File: src/rtl/player_input_pkg.sv
// Shared constants for player_input: PS/2 scan codes, bit positions and the player vector type.
// No logic of its own.
// The helper function is a pure bit remap used by the top module.
package input_pkg;

    typedef logic [9:0] player_t;

    // Player vector bit positions: {service, coin, start, b3, b2, b1, right, left, down, up}
    localparam int P_UP      = 0;
    localparam int P_DOWN    = 1;
    localparam int P_LEFT    = 2;
    localparam int P_RIGHT   = 3;
    localparam int P_B1      = 4;
    localparam int P_B2      = 5;
    localparam int P_B3      = 6;
    localparam int P_START   = 7;
    localparam int P_COIN    = 8;
    localparam int P_SERVICE = 9;

    // MiSTer joystick word bit positions
    localparam int J_RIGHT   = 0;
    localparam int J_LEFT    = 1;
    localparam int J_DOWN    = 2;
    localparam int J_UP      = 3;
    localparam int J_B1      = 4;
    localparam int J_B2      = 5;
    localparam int J_B3      = 6;
    localparam int J_START   = 7;
    localparam int J_COIN    = 8;
    localparam int J_PAUSE   = 9;
    localparam int J_SERVICE = 10;

    // Player 1 scan codes
    localparam logic [7:0] SC_UP       = 8'h75;
    localparam logic [7:0] SC_DOWN     = 8'h72;
    localparam logic [7:0] SC_LEFT     = 8'h6B;
    localparam logic [7:0] SC_RIGHT    = 8'h74;
    localparam logic [7:0] SC_B1       = 8'h14;
    localparam logic [7:0] SC_B2       = 8'h11;
    localparam logic [7:0] SC_B3       = 8'h29;
    localparam logic [7:0] SC_START    = 8'h16;
    localparam logic [7:0] SC_COIN     = 8'h2E;
    localparam logic [7:0] SC_SERVICE  = 8'h46;

    // Player 2 scan codes
    localparam logic [7:0] SC2_UP      = 8'h2D;
    localparam logic [7:0] SC2_DOWN    = 8'h2B;
    localparam logic [7:0] SC2_LEFT    = 8'h23;
    localparam logic [7:0] SC2_RIGHT   = 8'h34;
    localparam logic [7:0] SC2_B1      = 8'h1C;
    localparam logic [7:0] SC2_B2      = 8'h1B;
    localparam logic [7:0] SC2_B3      = 8'h15;
    localparam logic [7:0] SC2_START   = 8'h1E;
    localparam logic [7:0] SC2_COIN    = 8'h36;
    localparam logic [7:0] SC2_SERVICE = 8'h45;

    // Shared pause key
    localparam logic [7:0] SC_PAUSE    = 8'h4D;

    // Reorder a joystick word into player vector order (pause bit is handled separately)
    function automatic player_t joy_to_player(input logic [10:0] j);
        player_t p;
        p[P_UP]      = j[J_UP];
        p[P_DOWN]    = j[J_DOWN];
        p[P_LEFT]    = j[J_LEFT];
        p[P_RIGHT]   = j[J_RIGHT];
        p[P_B1]      = j[J_B1];
        p[P_B2]      = j[J_B2];
        p[P_B3]      = j[J_B3];
        p[P_START]   = j[J_START];
        p[P_COIN]    = j[J_COIN];
        p[P_SERVICE] = j[J_SERVICE];
        return p;
    endfunction

endpackage

File: src/rtl/player_input_coin_stretcher.sv
// Coin pulse stretcher: holds coin high for at least COIN_FRAMES vblank rising edges.
// Combinational from coin_in to coin_out; counter updates one clock after the coin edge.
// No backpressure; a new coin edge always reloads the full count.
module coin_stretcher #(
    parameter int COIN_FRAMES = 3,
    parameter int CNT_W       = 4
) (
    input  logic clock,
    input  logic reset_n,
    input  logic coin_in,
    input  logic vblank_edge,
    output logic coin_out
);

    logic [CNT_W-1:0] r_cnt;
    logic             r_coin_prev;

    // Load on a coin rising edge (wins over a same-cycle vblank edge), else count vblank edges down
    always_ff @(posedge clock or negedge reset_n) begin
        if (!reset_n) begin
            r_cnt       <= '0;
            r_coin_prev <= 1'b0;
        end else begin
            r_coin_prev <= coin_in;
            if (coin_in && !r_coin_prev) begin
                r_cnt <= CNT_W'(COIN_FRAMES);
            end else if (vblank_edge && (r_cnt != '0)) begin
                r_cnt <= r_cnt - 1'b1;
            end
        end
    end

    assign coin_out = coin_in | (r_cnt != '0);

endmodule

File: src/rtl/player_input.sv
// Merges PS/2 held-key state with MiSTer joysticks into registered player vectors plus a pause toggle.
// Joystick -> output 1 clock; PS/2 event -> key register 1 clock, output 2 clocks.
// No backpressure; every PS/2 event is consumed on the clock it is seen.
module player_input
    import input_pkg::*;
#(
    parameter int COIN_FRAMES = 3,
    parameter int CNT_W       = 4
) (
    input  logic        clock,
    input  logic        reset_n,
    input  logic [10:0] ps2_key,
    input  logic [10:0] joystick_0,
    input  logic [10:0] joystick_1,
    input  logic        vblank,
    output logic [9:0]  player1,
    output logic [9:0]  player2,
    output logic        pause
);

    player_t r_key1;
    player_t r_key2;
    logic    r_key_p;
    logic    r_toggle_prev;
    logic    r_armed;
    logic    r_vblank_prev;
    logic    r_pause_prev;
    logic    r_pause;
    player_t r_player1;
    player_t r_player2;

    logic    w_key_event;
    logic    w_vblank_edge;
    logic    w_pause_raw;
    logic    w_coin1;
    logic    w_coin2;
    logic    w_unused_ext;
    player_t w_raw1;
    player_t w_raw2;
    player_t w_out1;
    player_t w_out2;

    // The extended-code flag carries no meaning for this key map
    assign w_unused_ext = ps2_key[8];

    // The first edge after reset only captures the toggle level, so a stale toggle is not an event
    assign w_key_event = r_armed && (ps2_key[10] != r_toggle_prev);

    // Track the toggle bit and latch the pressed level into the key selected by the scan code
    always_ff @(posedge clock or negedge reset_n) begin
        if (!reset_n) begin
            r_key1        <= '0;
            r_key2        <= '0;
            r_key_p       <= 1'b0;
            r_toggle_prev <= 1'b0;
            r_armed       <= 1'b0;
        end else begin
            r_armed       <= 1'b1;
            r_toggle_prev <= ps2_key[10];
            if (w_key_event) begin
                case (ps2_key[7:0])
                    SC_UP:       r_key1[P_UP]      <= ps2_key[9];
                    SC_DOWN:     r_key1[P_DOWN]    <= ps2_key[9];
                    SC_LEFT:     r_key1[P_LEFT]    <= ps2_key[9];
                    SC_RIGHT:    r_key1[P_RIGHT]   <= ps2_key[9];
                    SC_B1:       r_key1[P_B1]      <= ps2_key[9];
                    SC_B2:       r_key1[P_B2]      <= ps2_key[9];
                    SC_B3:       r_key1[P_B3]      <= ps2_key[9];
                    SC_START:    r_key1[P_START]   <= ps2_key[9];
                    SC_COIN:     r_key1[P_COIN]    <= ps2_key[9];
                    SC_SERVICE:  r_key1[P_SERVICE] <= ps2_key[9];
                    SC2_UP:      r_key2[P_UP]      <= ps2_key[9];
                    SC2_DOWN:    r_key2[P_DOWN]    <= ps2_key[9];
                    SC2_LEFT:    r_key2[P_LEFT]    <= ps2_key[9];
                    SC2_RIGHT:   r_key2[P_RIGHT]   <= ps2_key[9];
                    SC2_B1:      r_key2[P_B1]      <= ps2_key[9];
                    SC2_B2:      r_key2[P_B2]      <= ps2_key[9];
                    SC2_B3:      r_key2[P_B3]      <= ps2_key[9];
                    SC2_START:   r_key2[P_START]   <= ps2_key[9];
                    SC2_COIN:    r_key2[P_COIN]    <= ps2_key[9];
                    SC2_SERVICE: r_key2[P_SERVICE] <= ps2_key[9];
                    SC_PAUSE:    r_key_p           <= ps2_key[9];
                    default:     ;
                endcase
            end
        end
    end

    assign w_raw1 = r_key1 | joy_to_player(joystick_0);
    assign w_raw2 = r_key2 | joy_to_player(joystick_1);

    // vblank_prev resets high so a vblank already high at reset release is not an edge
    always_ff @(posedge clock or negedge reset_n) begin
        if (!reset_n) begin
            r_vblank_prev <= 1'b1;
        end else begin
            r_vblank_prev <= vblank;
        end
    end

    assign w_vblank_edge = vblank && !r_vblank_prev;

    coin_stretcher #(
        .COIN_FRAMES (COIN_FRAMES),
        .CNT_W       (CNT_W)
    ) u_coin1 (
        .clock       (clock),
        .reset_n     (reset_n),
        .coin_in     (w_raw1[P_COIN]),
        .vblank_edge (w_vblank_edge),
        .coin_out    (w_coin1)
    );

    coin_stretcher #(
        .COIN_FRAMES (COIN_FRAMES),
        .CNT_W       (CNT_W)
    ) u_coin2 (
        .clock       (clock),
        .reset_n     (reset_n),
        .coin_in     (w_raw2[P_COIN]),
        .vblank_edge (w_vblank_edge),
        .coin_out    (w_coin2)
    );

    // Substitute the stretched coin into each raw vector
    always_comb begin
        w_out1         = w_raw1;
        w_out2         = w_raw2;
        w_out1[P_COIN] = w_coin1;
        w_out2[P_COIN] = w_coin2;
    end

    assign w_pause_raw = r_key_p | joystick_0[J_PAUSE] | joystick_1[J_PAUSE];

    // Flip pause once per rising edge of any pause source; register the player vectors
    always_ff @(posedge clock or negedge reset_n) begin
        if (!reset_n) begin
            r_pause_prev <= 1'b0;
            r_pause      <= 1'b0;
            r_player1    <= '0;
            r_player2    <= '0;
        end else begin
            r_pause_prev <= w_pause_raw;
            if (w_pause_raw && !r_pause_prev) begin
                r_pause <= !r_pause;
            end
            r_player1 <= w_out1;
            r_player2 <= w_out2;
        end
    end

    assign player1 = r_player1;
    assign player2 = r_player2;
    assign pause   = r_pause;

endmodule

File: config.mk
export PLATFORM = sky130hd
export DESIGN_NAME = player_input
export DESIGN_NICKNAME = d
export VERILOG_FILES = /design/src/rtl/player_input_pkg.sv /design/src/rtl/player_input_coin_stretcher.sv /design/src/rtl/player_input.sv
export SDC_FILE = /design/constraint.sdc
export NUM_CORES = 1
export LEC_CHECK = 0
export BUFFER_PORTS_ARGS = -buffer_cell sky130_fd_sc_hd__buf_2
export CORE_ASPECT_RATIO = 1.25
export CORE_MARGIN = 2
export CORE_UTILIZATION = 47
export DETAILED_ROUTE_END_ITERATION = 8
export GPL_TIMING_DRIVEN = 0
export PLACE_DENSITY_LB_ADDON = 0.08
export SLEW_MARGIN = 20
export SYNTH_ARGS = -nofsm -noshare
export SYNTH_HDL_FRONTEND = slang
export SYNTH_SLANG_ARGS = --single-unit
File: constraint.sdc
create_clock -name clock -period 1.6 [get_ports clock]
set_input_delay 0.08 -clock clock [delete_from_list [all_inputs] [get_ports clock]]
set_output_delay 0.08 -clock clock [all_outputs]
set_load 0.01 [all_outputs]
==> run metrics, run 1 <==
status completed; TritonRoute pass-1 iters 4; Fmax achieved 0.632 GHz; fin crit share 98.8%; Synth Area in Compound Gates 1.17%; GP Congestion 0.830; Pint 2.11 mW; antenna violations before repair 0; Clock Sinks 56; Slew @ Worst Pin 0.671 ns; Mapped Cells 190; largest net degree at the start of global routing 57; Syn Area/Cell 12.4 um^2; final hold slack 0.0410 ns; Row Count 28; Seq/Total Area, Yosys 59.7%; critical path arrival 1.77 ns; Num CTS Buffers 5; Post-Synth XOR/XNOR Area 2.98%; #FFs+latches synth 56; H-tree lvl count 2; Routed Antenna Nets 0; Critical Path Sink Type register; Clock Tree Buf Depth 2; final setup violation count 0; critical path data required time 1.79 ns; CTS tree done; Setup TNS 0 ns; Pwr Density 903 nW/um^2; number of vias per cell 4.92; detailed-route DRC error count 0; Worst-path clk slew 0.09 ns; total power 2.81 mW; P_leak 1.51 nW; largest family of logic cells by synthesized area simple AND/OR/NAND/NOR gates; Synthesis Warnings 0; synth unique cells 29; Ant. Diodes 0; PortBufs 55; Max Cap Viol 0; gr ovfl total 0; Syn Nets 230; Root Driver clkbuf_8; unrepaired setup endpoints after global routing yes; Core Area 4760 um^2; sequential fraction of design power 56.2%; vias in the first global route 1660; Switch Pwr 702 uW; die width 67.3 um; fraction of layout cells with a size suffix above 1 42.1%; Vias 1673; Area Overhead vs Synth 32.6%; NumNets Final 319; DR WL/cell 12.3 um; Ports 57; Rel. slew slack 55.2%; Gate power share 16.4%; Clock Power Share 27.3%; clk_skew 0.00386 ns; Starting Density 49.3%; Die ar. 5590 um^2; Global Route Usage Sum 16.7%; first-pass GRT wire length 7.27 mm; Simple-Gate Fraction of Synth Area 22.6%; maximum VDD drop 0.571 mV; FILL cells 417; Post-Synth Adder-Cell Area 2.13%; post-layout min period 1.58 ns; Mapped Area 2350 um^2; final slew viol count 0; switching share of total power 25.0%; CP Launch Type register; DR iter-0 viols 61; die height 83.1 um; hpwl dp 2.96 mm; CP Max Fanout 7; Hold Path Class in2reg; mux contribution to synthesized area 10.1%; critical path type reg2reg; final hold vios 0; Worst-Skew Late Latency 0.30 ns; final WL 4.17 mm
==> metal layers <==
metal	GRT usage, %	share of wire, %
met1	22.8	44
met4	4.45	1.2
met5	0	0
met3	4.20	4.8
met2	26.5	50
==> worst paths after layout <==
path	startpoint	to	slack [ns]	cells past startpoint
worst min-delay path	ps2_key[9]	r_key2[0]	0.04	2
worst max-delay path	r_toggle_prev	r_key1[2]	0.02	4
min in group asynchronous	reset_n	player2[3]	0.35	2
worst min register to register	u_coin1.r_coin_prev	u_coin1.r_cnt[0]	0.46	1
worst max register to register	r_toggle_prev	r_key1[2]	0.02	4
max in group asynchronous	reset_n	r_key2[9]	0.80	2
==> synthesized netlist by cell type <==
library cell	n	area (um^2)
clkbuf_1	2	7.51
nor2b_1	6	37.5
nand2b_1	4	25.0
nand3_1	10	50.1
or2_2	18	113
and3_1	3	18.8
xor2_1	4	35.0
conb_1	1	3.75
nor4b_1	1	8.76
inv_1	6	22.5
xnor2_1	4	35.0
nor2_1	17	63.8
nor4_1	1	6.26
nand2_1	9	33.8
mux2_2	21	236
nand4b_1	1	8.76
or3_1	3	18.8
and4bb_4	1	16.3
or4b_1	1	10.0
dfrtp_1	55	1380
o21ai_0	2	10.0
nor4b_4	1	23.8
nand4_1	5	31.3
nor3_1	4	20.0
or3b_2	2	17.5
a211o_1	2	17.5
dfstp_2	1	26.3
nand4bb_4	1	27.5
ha_1	4	50.1
==> state kept, by name (all words and copies together), names as in the netlist <==
name	cells
pause	1
player1	10
player2	10
r_armed	1
r_key1	10
r_key2	10
r_key_p	1
r_pause_prev	1
r_toggle_prev	1
r_vblank_prev	1
u_coin1.r_cnt	4
u_coin1.r_coin_prev	1
u_coin2.r_cnt	4
u_coin2.r_coin_prev	1
==> what timing repair did <==
action	4_1_cts	5_1_grt
hold buffers	24	1
setup endpoints to repair	17	6
gates resized for setup	7	6
endpoints found under the hold margin	80	1
buffers inserted	2	0
pin swaps	3	4
==> metrics by stage <==
step                instances  util [%]  setup slack, ns  instance area, um^2
floorplan                 190         -           0.0161                 2350
global placement          305      56.7          -0.0926                 2700
detailed placement        305      56.7           -0.124                 2700
CTS                       339      64.7          0.00143                 3080
global route              340      65.4          -0.0321                 3120
finish                    340      65.4           0.0188                 3120
==> cells in the final DEF, fill, tap and decap left out, types with 3 or more instances in the layout <==
cell           count
nand2b_1           4
nor2b_1            6
nor2_1            17
nand2_1            7
dlygate4sd3_1     25
buf_2             54
nand4_1            5
inv_1              5
clkbuf_8           6
nand3_1           10
ha_1               4
or2_2             18
or3_1              3
xnor2_1            3
nor3_1             3
buf_4              3
mux2_2            19
xor2_1             4
dfrtp_1           55
==> layout make-up <==
| type | instances | area, um^2 | area share [%] |
|---|---|---|---|
| Clock buffer | 6 | 82.6 | 2.65 |
| Sequential cell | 56 | 1400 | 45.0 |
| Tap cell | 60 | 75.1 | 2.41 |
| Inverter | 6 | 22.5 | 0.723 |
| Clock inverter | 2 | 10.0 | 0.321 |
| Buffer | 2 | 7.51 | 0.241 |
| Timing Repair Buffer | 82 | 543 | 17.4 |
| Multi-Input combinational cell | 126 | 973 | 31.2 |
==> worst max-delay path, cell delays in order, from the launching register on <==
cell	delay, ns
dfrtp_1	0.40
xnor2_2	0.17
and4bb_4	0.40
and3_4	0.20
mux2_4	0.30
==> cells by family after synthesis <==
family,count (synthesis)
and+or+nand+nor,88
DFF,56
muxes,21
xor gates and xnor gates,8
buffers and inverters,8
adders and majority gates,4
AOI/OAI and AO/OA,4
other,1
==> power groups by stage <==
stage / clock network (mW) / logic, mW / registers [mW]
floorplan: 0 / 0.225 / 1.62
global placement: 0 / 0.396 / 1.61
detailed placement: 0 / 0.403 / 1.61
CTS: 0.801 / 0.465 / 1.58
global route: 0.859 / 0.523 / 1.60
finish: 0.769 / 0.463 / 1.58
Power figures use the tool's default switching activity.
==> run 2, diff against run 1 <==
--- a/config.mk
+++ b/config.mk
@@ -6,7 +6,7 @@
 export NUM_CORES = 1
 export LEC_CHECK = 0
 export BUFFER_PORTS_ARGS = -buffer_cell sky130_fd_sc_hd__buf_2
-export CORE_ASPECT_RATIO = 1.25
+export CORE_ASPECT_RATIO = 1.5
 export CORE_MARGIN = 2
 export CORE_UTILIZATION = 47
 export DETAILED_ROUTE_END_ITERATION = 8
==> run 2 against run 1 <==
  * Sequential power hardly changed
  * Design area unchanged
  * Flip-flop and latch count stayed put
  * Power is 0.53% higher
  * Clock skew up 0.0034 ns
  * Largest power group unchanged
  * Hold slack lost 0.0036 ns
  * Largest cell class unchanged
  * Clock power barely moved
  * First-iteration DRC count shrank 56%
  * Highest routed layer unchanged
  * Non-clock buffer count did not move
  * Register-to-register slack gained 0.02 ns
  * Via count rose by 0.90%
==> run metrics, run 2 (synthesized netlist as in run 1, its figures left out) <==
status completed; flop2flop setup slack 0.04 ns (+0.02 ns); final hold slack 0.0374 ns (-0.00357 ns); Root Driver clkbuf_8; largest net degree at the start of global routing 57 (unchanged); critical path arrival 1.76 ns (about the same); DR WL/cell 12.5 um (+2.1%); die height 90.6 um (+9.1%); clk_skew 0.00728 ns (+0.00342 ns); Area Overhead vs Synth 32.6% (unchanged); Slowest cell on crit path dfrtp_1; Slew @ Worst Pin 0.676 ns (+0.00454 ns); cell chain of the critical path xnor2_2, and4bb_4, and3_1, mux2_2; dpl ws -0.119 ns (+0.00440 ns); maximum VDD drop 0.528 mV (-7.5%); Vias 1688 (+0.90%); P_leak 1.50 nW (-1.2%); WP buf/inv 0 (unchanged); switching share of total power 24.9% (-0.074 points); fin cells 346 (+1.8%); final WL 4.33 mm (+3.9%); detailed-route DRC error count 0 (unchanged); Num CTS Buffers 5 (unchanged); CP Launch Type register; most frequent cells in the layout dfrtp_1, buf_2, dlygate4sd3_1; critical path startpoint r_toggle_prev; gr ovfl total 0 (unchanged); Critical R2R Launch r_toggle_prev; TritonRoute pass-1 iters 4 (unchanged); antenna violations before repair 0 (unchanged); Global Route Usage Sum 17.4% (+0.72 points); sequential fraction of design power 56.0% (-0.2 points); final setup violation count 0 (unchanged); Inst Count DP 311 (+2.0%); critical path data required time 1.80 ns (about the same); reg2reg end r_key2[1]; Clock Sinks 56 (unchanged); Clock Power Share 27.2% (about the same); Ant. Diodes 0 (unchanged); Clock Tree Buf Depth 2 (unchanged); first-pass GRT wire length 7.40 mm (+1.9%); FF-to-FF path depth 4 (unchanged); Gate power share 16.8% (+0.4 points); Pwr Density 908 nW/um^2 (+0.53%); die width 61.7 um (-8.2%); fin crit share 97.4% (-1.4 points); vias in the first global route 1764 (+6.3%); Core Area 4810 um^2 (+0.95%); Pint 2.13 mW (+0.63%); fraction of layout cells with a size suffix above 1 42.1% (unchanged); critical path type reg2reg; Starting Density 48.9% (-0.46 points); final slew viol count 0 (unchanged); Die ar. 5600 um^2 (+0.14%); Critical Path Sink Type register; setup ws final 0.0412 ns (+0.0224 ns); Row Count 31 (+11%); H-tree lvl count 2 (unchanged); Worst-Skew Late Latency 0.30 ns (about the same); CP Depth 4 (unchanged); Ports 57 (unchanged); fin util 64.8% (-0.61 points); hpwl dp 2.94 mm (-0.44%); most common cell after layout, fill and taps aside dfrtp_1; number of vias per cell 4.88 (-0.85%); post-layout min period 1.56 ns (-0.0224 ns); NumNets Final 319 (unchanged); CTS tree done; CP Max Fanout 7 (unchanged); Worst-path clk slew 0.09 ns (about the same); Fmax achieved 0.642 GHz (+1.4%); CP max stage delay 0.40 ns (about the same); Switch Pwr 704 uW (+0.23%); Max Cap Viol 0 (unchanged); Hold Path Class in2reg; Rel. slew slack 54.9% (-0.30 points); PortBufs 55 (unchanged); Setup crit end r_key2[1]; GP Congestion 0.882 (+6.3%); DR iter-0 viols 27 (-56%); unrepaired setup endpoints after global routing yes; total power 2.83 mW (+0.53%); critical path's top delay family simple AND/OR/NAND/NOR gates; final hold vios 0 (unchanged); Routed Antenna Nets 0 (unchanged)
run 2: metal layers:
metal  routed length [um]  part of all wire [%]  GRT usage (%)  up-vias
met5                    0                     0              0        -
met2                 2300                    53           28.7       38
met1                 1780                    41           20.8      825
met4                  101                   2.3           7.80        0
met3                  150                   3.5           4.01        8
li1                     -                     -              -      817
run 2: per-stage QoR:
step,cell area [um^2],TNS [ns]
after global placement,2710,-0.621
after CTS,3090,0
after detailed placement,2710,-0.901
final,3120,0
after floorplan,2350,0
after global routing,3120,-0.0881
run 2: power groups by stage:
stage          logic, mW  registers [mW]  clock network, mW
6_report           0.476            1.58              0.769
5_1_grt            0.539            1.60              0.873
3_3_place_gp       0.397            1.61                  0
4_1_cts            0.467            1.58              0.814
3_5_place_dp       0.406            1.61                  0
2_1_floorplan      0.225            1.62                  0
run 2: final cells by class:
| type | instances | area (um^2) |
|---|---|---|
| buffer | 2 | 7.51 |
| clock buffer | 7 | 86.3 |
| clock inverter | 1 | 7.51 |
| fill | 410 | 1690 |
| inverter | 6 | 22.5 |
| multi-input combinational | 126 | 961 |
| sequential | 56 | 1400 |
| tap | 66 | 82.6 |
| timing repair buffer | 82 | 547 |
run 2: repair_timing:
| action | in CTS | in global routing |
|---|---|---|
| hold buffers | 25 | 0 |
| endpoints found under the hold margin | 80 | 0 |
| pin swaps | 2 | 3 |
| setup buffers | 1 | 1 |
| endpoints found under the setup margin | 18 | 12 |
| resized for setup | 6 | 8 |
run 2: worst min-delay path by stage:
stage                from               end  slack (ns)  cells after the start
2_1_floorplan     reset_n             pause       -0.22                      0
3_3_place_gp       vblank     r_vblank_prev        0.20                      1
3_5_place_dp      reset_n  u_coin1.r_cnt[2]        0.17                      1
4_1_cts        ps2_key[9]         r_key2[0]        0.03                      2
5_1_grt        ps2_key[9]         r_key2[0]        0.04                      2
6_report       ps2_key[9]         r_key2[0]        0.04                      2
==> run 3, diff against run 2 <==
--- a/config.mk
+++ b/config.mk
@@ -8,11 +8,12 @@
 export BUFFER_PORTS_ARGS = -buffer_cell sky130_fd_sc_hd__buf_2
 export CORE_ASPECT_RATIO = 1.5
 export CORE_MARGIN = 2
-export CORE_UTILIZATION = 47
+export CORE_UTILIZATION = 48
 export DETAILED_ROUTE_END_ITERATION = 8
 export GPL_TIMING_DRIVEN = 0
 export PLACE_DENSITY_LB_ADDON = 0.08
 export SLEW_MARGIN = 20
 export SYNTH_ARGS = -nofsm -noshare
 export SYNTH_HDL_FRONTEND = slang
+export SYNTH_HIERARCHICAL = 1
 export SYNTH_SLANG_ARGS = --single-unit
==> run 3 against run 2 <==
  * Worst setup slack lost 0.041 ns
  * First-iteration DRC count grew to 2.6 times the previous value
  * Design area grew 9.7%
==> run metrics, run 3 <==
status completed; Pint 2.07 mW (-2.7%); DR iter-0 viols 71 (+160%); Critical Path Sink Type register; cells taking the most area after synthesis dfrtp_1, or2_2, mux2_1, mux2_2, nor4_2; Pwr Density 806 nW/um^2 (-11%); unrepaired setup endpoints after global routing yes; Hold Path Class in2reg; Clock Tree Buf Depth 2 (unchanged); Gate power share 16.5% (-0.3 points); most frequent cells in the layout buf_2, dfrtp_1, dlygate4sd3_1; maximum VDD drop 0.507 mV (-3.9%); switching share of total power 25.0% (+0.098 points); critical path arrival 1.79 ns (+0.03 ns); critical path data required time 1.79 ns (about the same); detailed-route DRC error count 0 (unchanged); critical path type reg2reg; Vias 1853 (+9.8%); synth unique cells 40 (+38%); final setup violation count 0 (unchanged); Root Driver clkbuf_8; antenna violations before repair 0 (unchanged); top cell type by total area after synthesis dfrtp_1; final hold vios 0 (unchanged); most common cell after layout, fill and taps aside buf_2; synth cell count leaders dfrtp_1, or2_2, mux2_1; Ant. Diodes 0 (unchanged); Max Cap Viol 0 (unchanged); Setup TNS 0 ns (unchanged); hpwl dp 3.25 mm (+10%); Syn Area/Cell 12.7 um^2 (+2.9%); vias in the first global route 1873 (+6.2%); Num CTS Buffers 5 (unchanged); sequential fraction of design power 55.7% (-0.3 points); Worst-Skew Late Latency 0.30 ns (about the same); TritonRoute pass-1 iters 4 (unchanged); final WL 4.90 mm (+13%); post-synth top area share 54.3% (-4.2 points); Routed Antenna Nets 0 (unchanged); Mapped Cells 199 (+4.7%); Synthesis Warnings 6 (+6); die width 63.3 um (+2.6%); total power 2.76 mW (-2.6%); Mapped Area 2530 um^2 (+7.8%); die height 93.0 um (+2.6%); Seq/Total Area, Yosys 55.4% (-4.3 points); gr ovfl total 0 (unchanged); Die ar. 5890 um^2 (+5.2%); Slew @ Worst Pin 0.671 ns (-0.00518 ns); fraction of layout cells with a size suffix above 1 48.6% (+6.5 points); Global Route Usage Sum 17.8% (+0.42 points); Rel. slew slack 55.3% (+0.35 points); Syn Nets 237 (+3.0%); CTS tree done; Clock Power Share 27.9% (+0.7 points); Core Area 5120 um^2 (+6.6%); async set or reset register ratio after synthesis 100% (unchanged); Top FF cell, synth dfrtp_1; FILL cells 435 (+6.1%); P_leak 1.57 nW (+5.3%); count leader, synth dfrtp_1; Ports 57 (unchanged); clk_skew 0.00678 ns (-0.000504 ns); largest net degree at the start of global routing 57 (unchanged); Clock Sinks 56 (unchanged); Worst-path clk slew 0.09 ns (about the same); CP Max Fanout 10 (+3); Starting Density 49.4% (+0.56 points); number of vias per cell 5.15 (+5.5%); Area Overhead vs Synth 35.0%; PortBufs 55 (unchanged); GP Congestion 0.814 (-7.7%); H-tree lvl count 2 (unchanged); EDFF count, synth 0 (unchanged); Fmax achieved 0.625 GHz (-2.6%); post-layout min period 1.60 ns (+0.0410 ns); fin crit share 100% (+2.6 points); #FFs+latches synth 56 (unchanged); Switch Pwr 688 uW (-2.2%); first-pass GRT wire length 8.42 mm (+14%); final slew viol count 0 (unchanged); NumNets Final 329 (+3.1%); CP Launch Type register; Row Count 32 (+3.2%); DR WL/cell 13.6 um (+8.9%)
==> run 3: path summary, 6_finish.rpt <==
path	start	endpoint	slack, ns	cells after the start
setup / recovery	r_toggle_prev	r_key2[9]	0.0001	4
hold / removal	joystick_1[8]	u_coin2/r_coin_prev	0.01	2
setup reg to reg	r_toggle_prev	r_key2[9]	0.0001	4
hold reg to reg	r_key1[9]	player1[9]	0.46	1
max in group asynchronous	reset_n	r_toggle_prev	0.76	2
min in group asynchronous	reset_n	u_coin1/r_cnt[3]	0.35	2
==> run 3: metrics by stage <==
step	setup WS, ns	hold WS, ns	std cells	cell area (um^2)	util, %
after global placement	-0.117	0.198	322	2900	56.6
after global routing	-0.0573	0.0165	360	3420	66.7
after CTS	-0.0485	0.00808	356	3290	64.3
after detailed placement	-0.126	0.172	322	2900	56.7
final	0.000140	0.0147	360	3420	66.7
after floorplan	0.0616	-0.216	199	2540	-
==> run 3: timing repair <==
| action | in CTS | in global routing |
|---|---|---|
| setup buffers | 2 | 4 |
| gates resized for setup | 8 | 19 |
| setup endpoints to repair | 15 | 16 |
| hold buffers | 24 | 0 |
| pin swaps | 1 | 4 |
| endpoints found under the hold margin | 77 | 0 |
==> run 3: layout make-up <==
cell class                      instances  area [um^2]  share of cell area [%]
Sequential cell                        56         1400                    41.1
Multi-Input combinational cell        130         1190                    34.8
Clock inverter                          2         10.0                   0.293
Timing Repair Buffer                   85          563                    16.5
Tap cell                               68         85.1                    2.49
Clock buffer                            6         82.6                    2.41
Buffer                                  9         70.1                    2.05
Inverter                                4         15.0                   0.439
==> run 3: cell families after synthesis <==
family | after synthesis | share of synthesized area (%)
DFF | 56 | 55.4
muxes | 21 | 9.33
and+or+nand+nor | 91 | 27.1
other | 1 | 0.148
AOI/OAI and AO/OA | 12 | 2.67
buffers and inverters | 13 | 3.11
adders and majority gates | 2 | 0.987
xor gates and xnor gates | 3 | 1.33
==> run 3: power groups by stage <==
stage	Combinational, mW	Sequential, mW	Clock, mW
2_1_floorplan	0.188	1.58	0
3_3_place_gp	0.348	1.56	0
3_5_place_dp	0.357	1.56	0
4_1_cts	0.418	1.53	0.799
5_1_grt	0.498	1.54	0.868
6_report	0.453	1.53	0.768
==> run 3: routing by layer <==
metal  GRT usage, %  vias up  wire (um)
li1               -      896          -
met1           21.0      911       2030
met2           32.7       38       2640
met3           3.01        8        150
met4           5.80        0         87
met5              0        -          0
==> run 3: critical path, cell delays in order (launching register included) <==
cell,delay [ns]
dfrtp_2,0.46
xnor2_4,0.20
buf_8,0.18
nor4_2,0.29
mux2_2,0.36
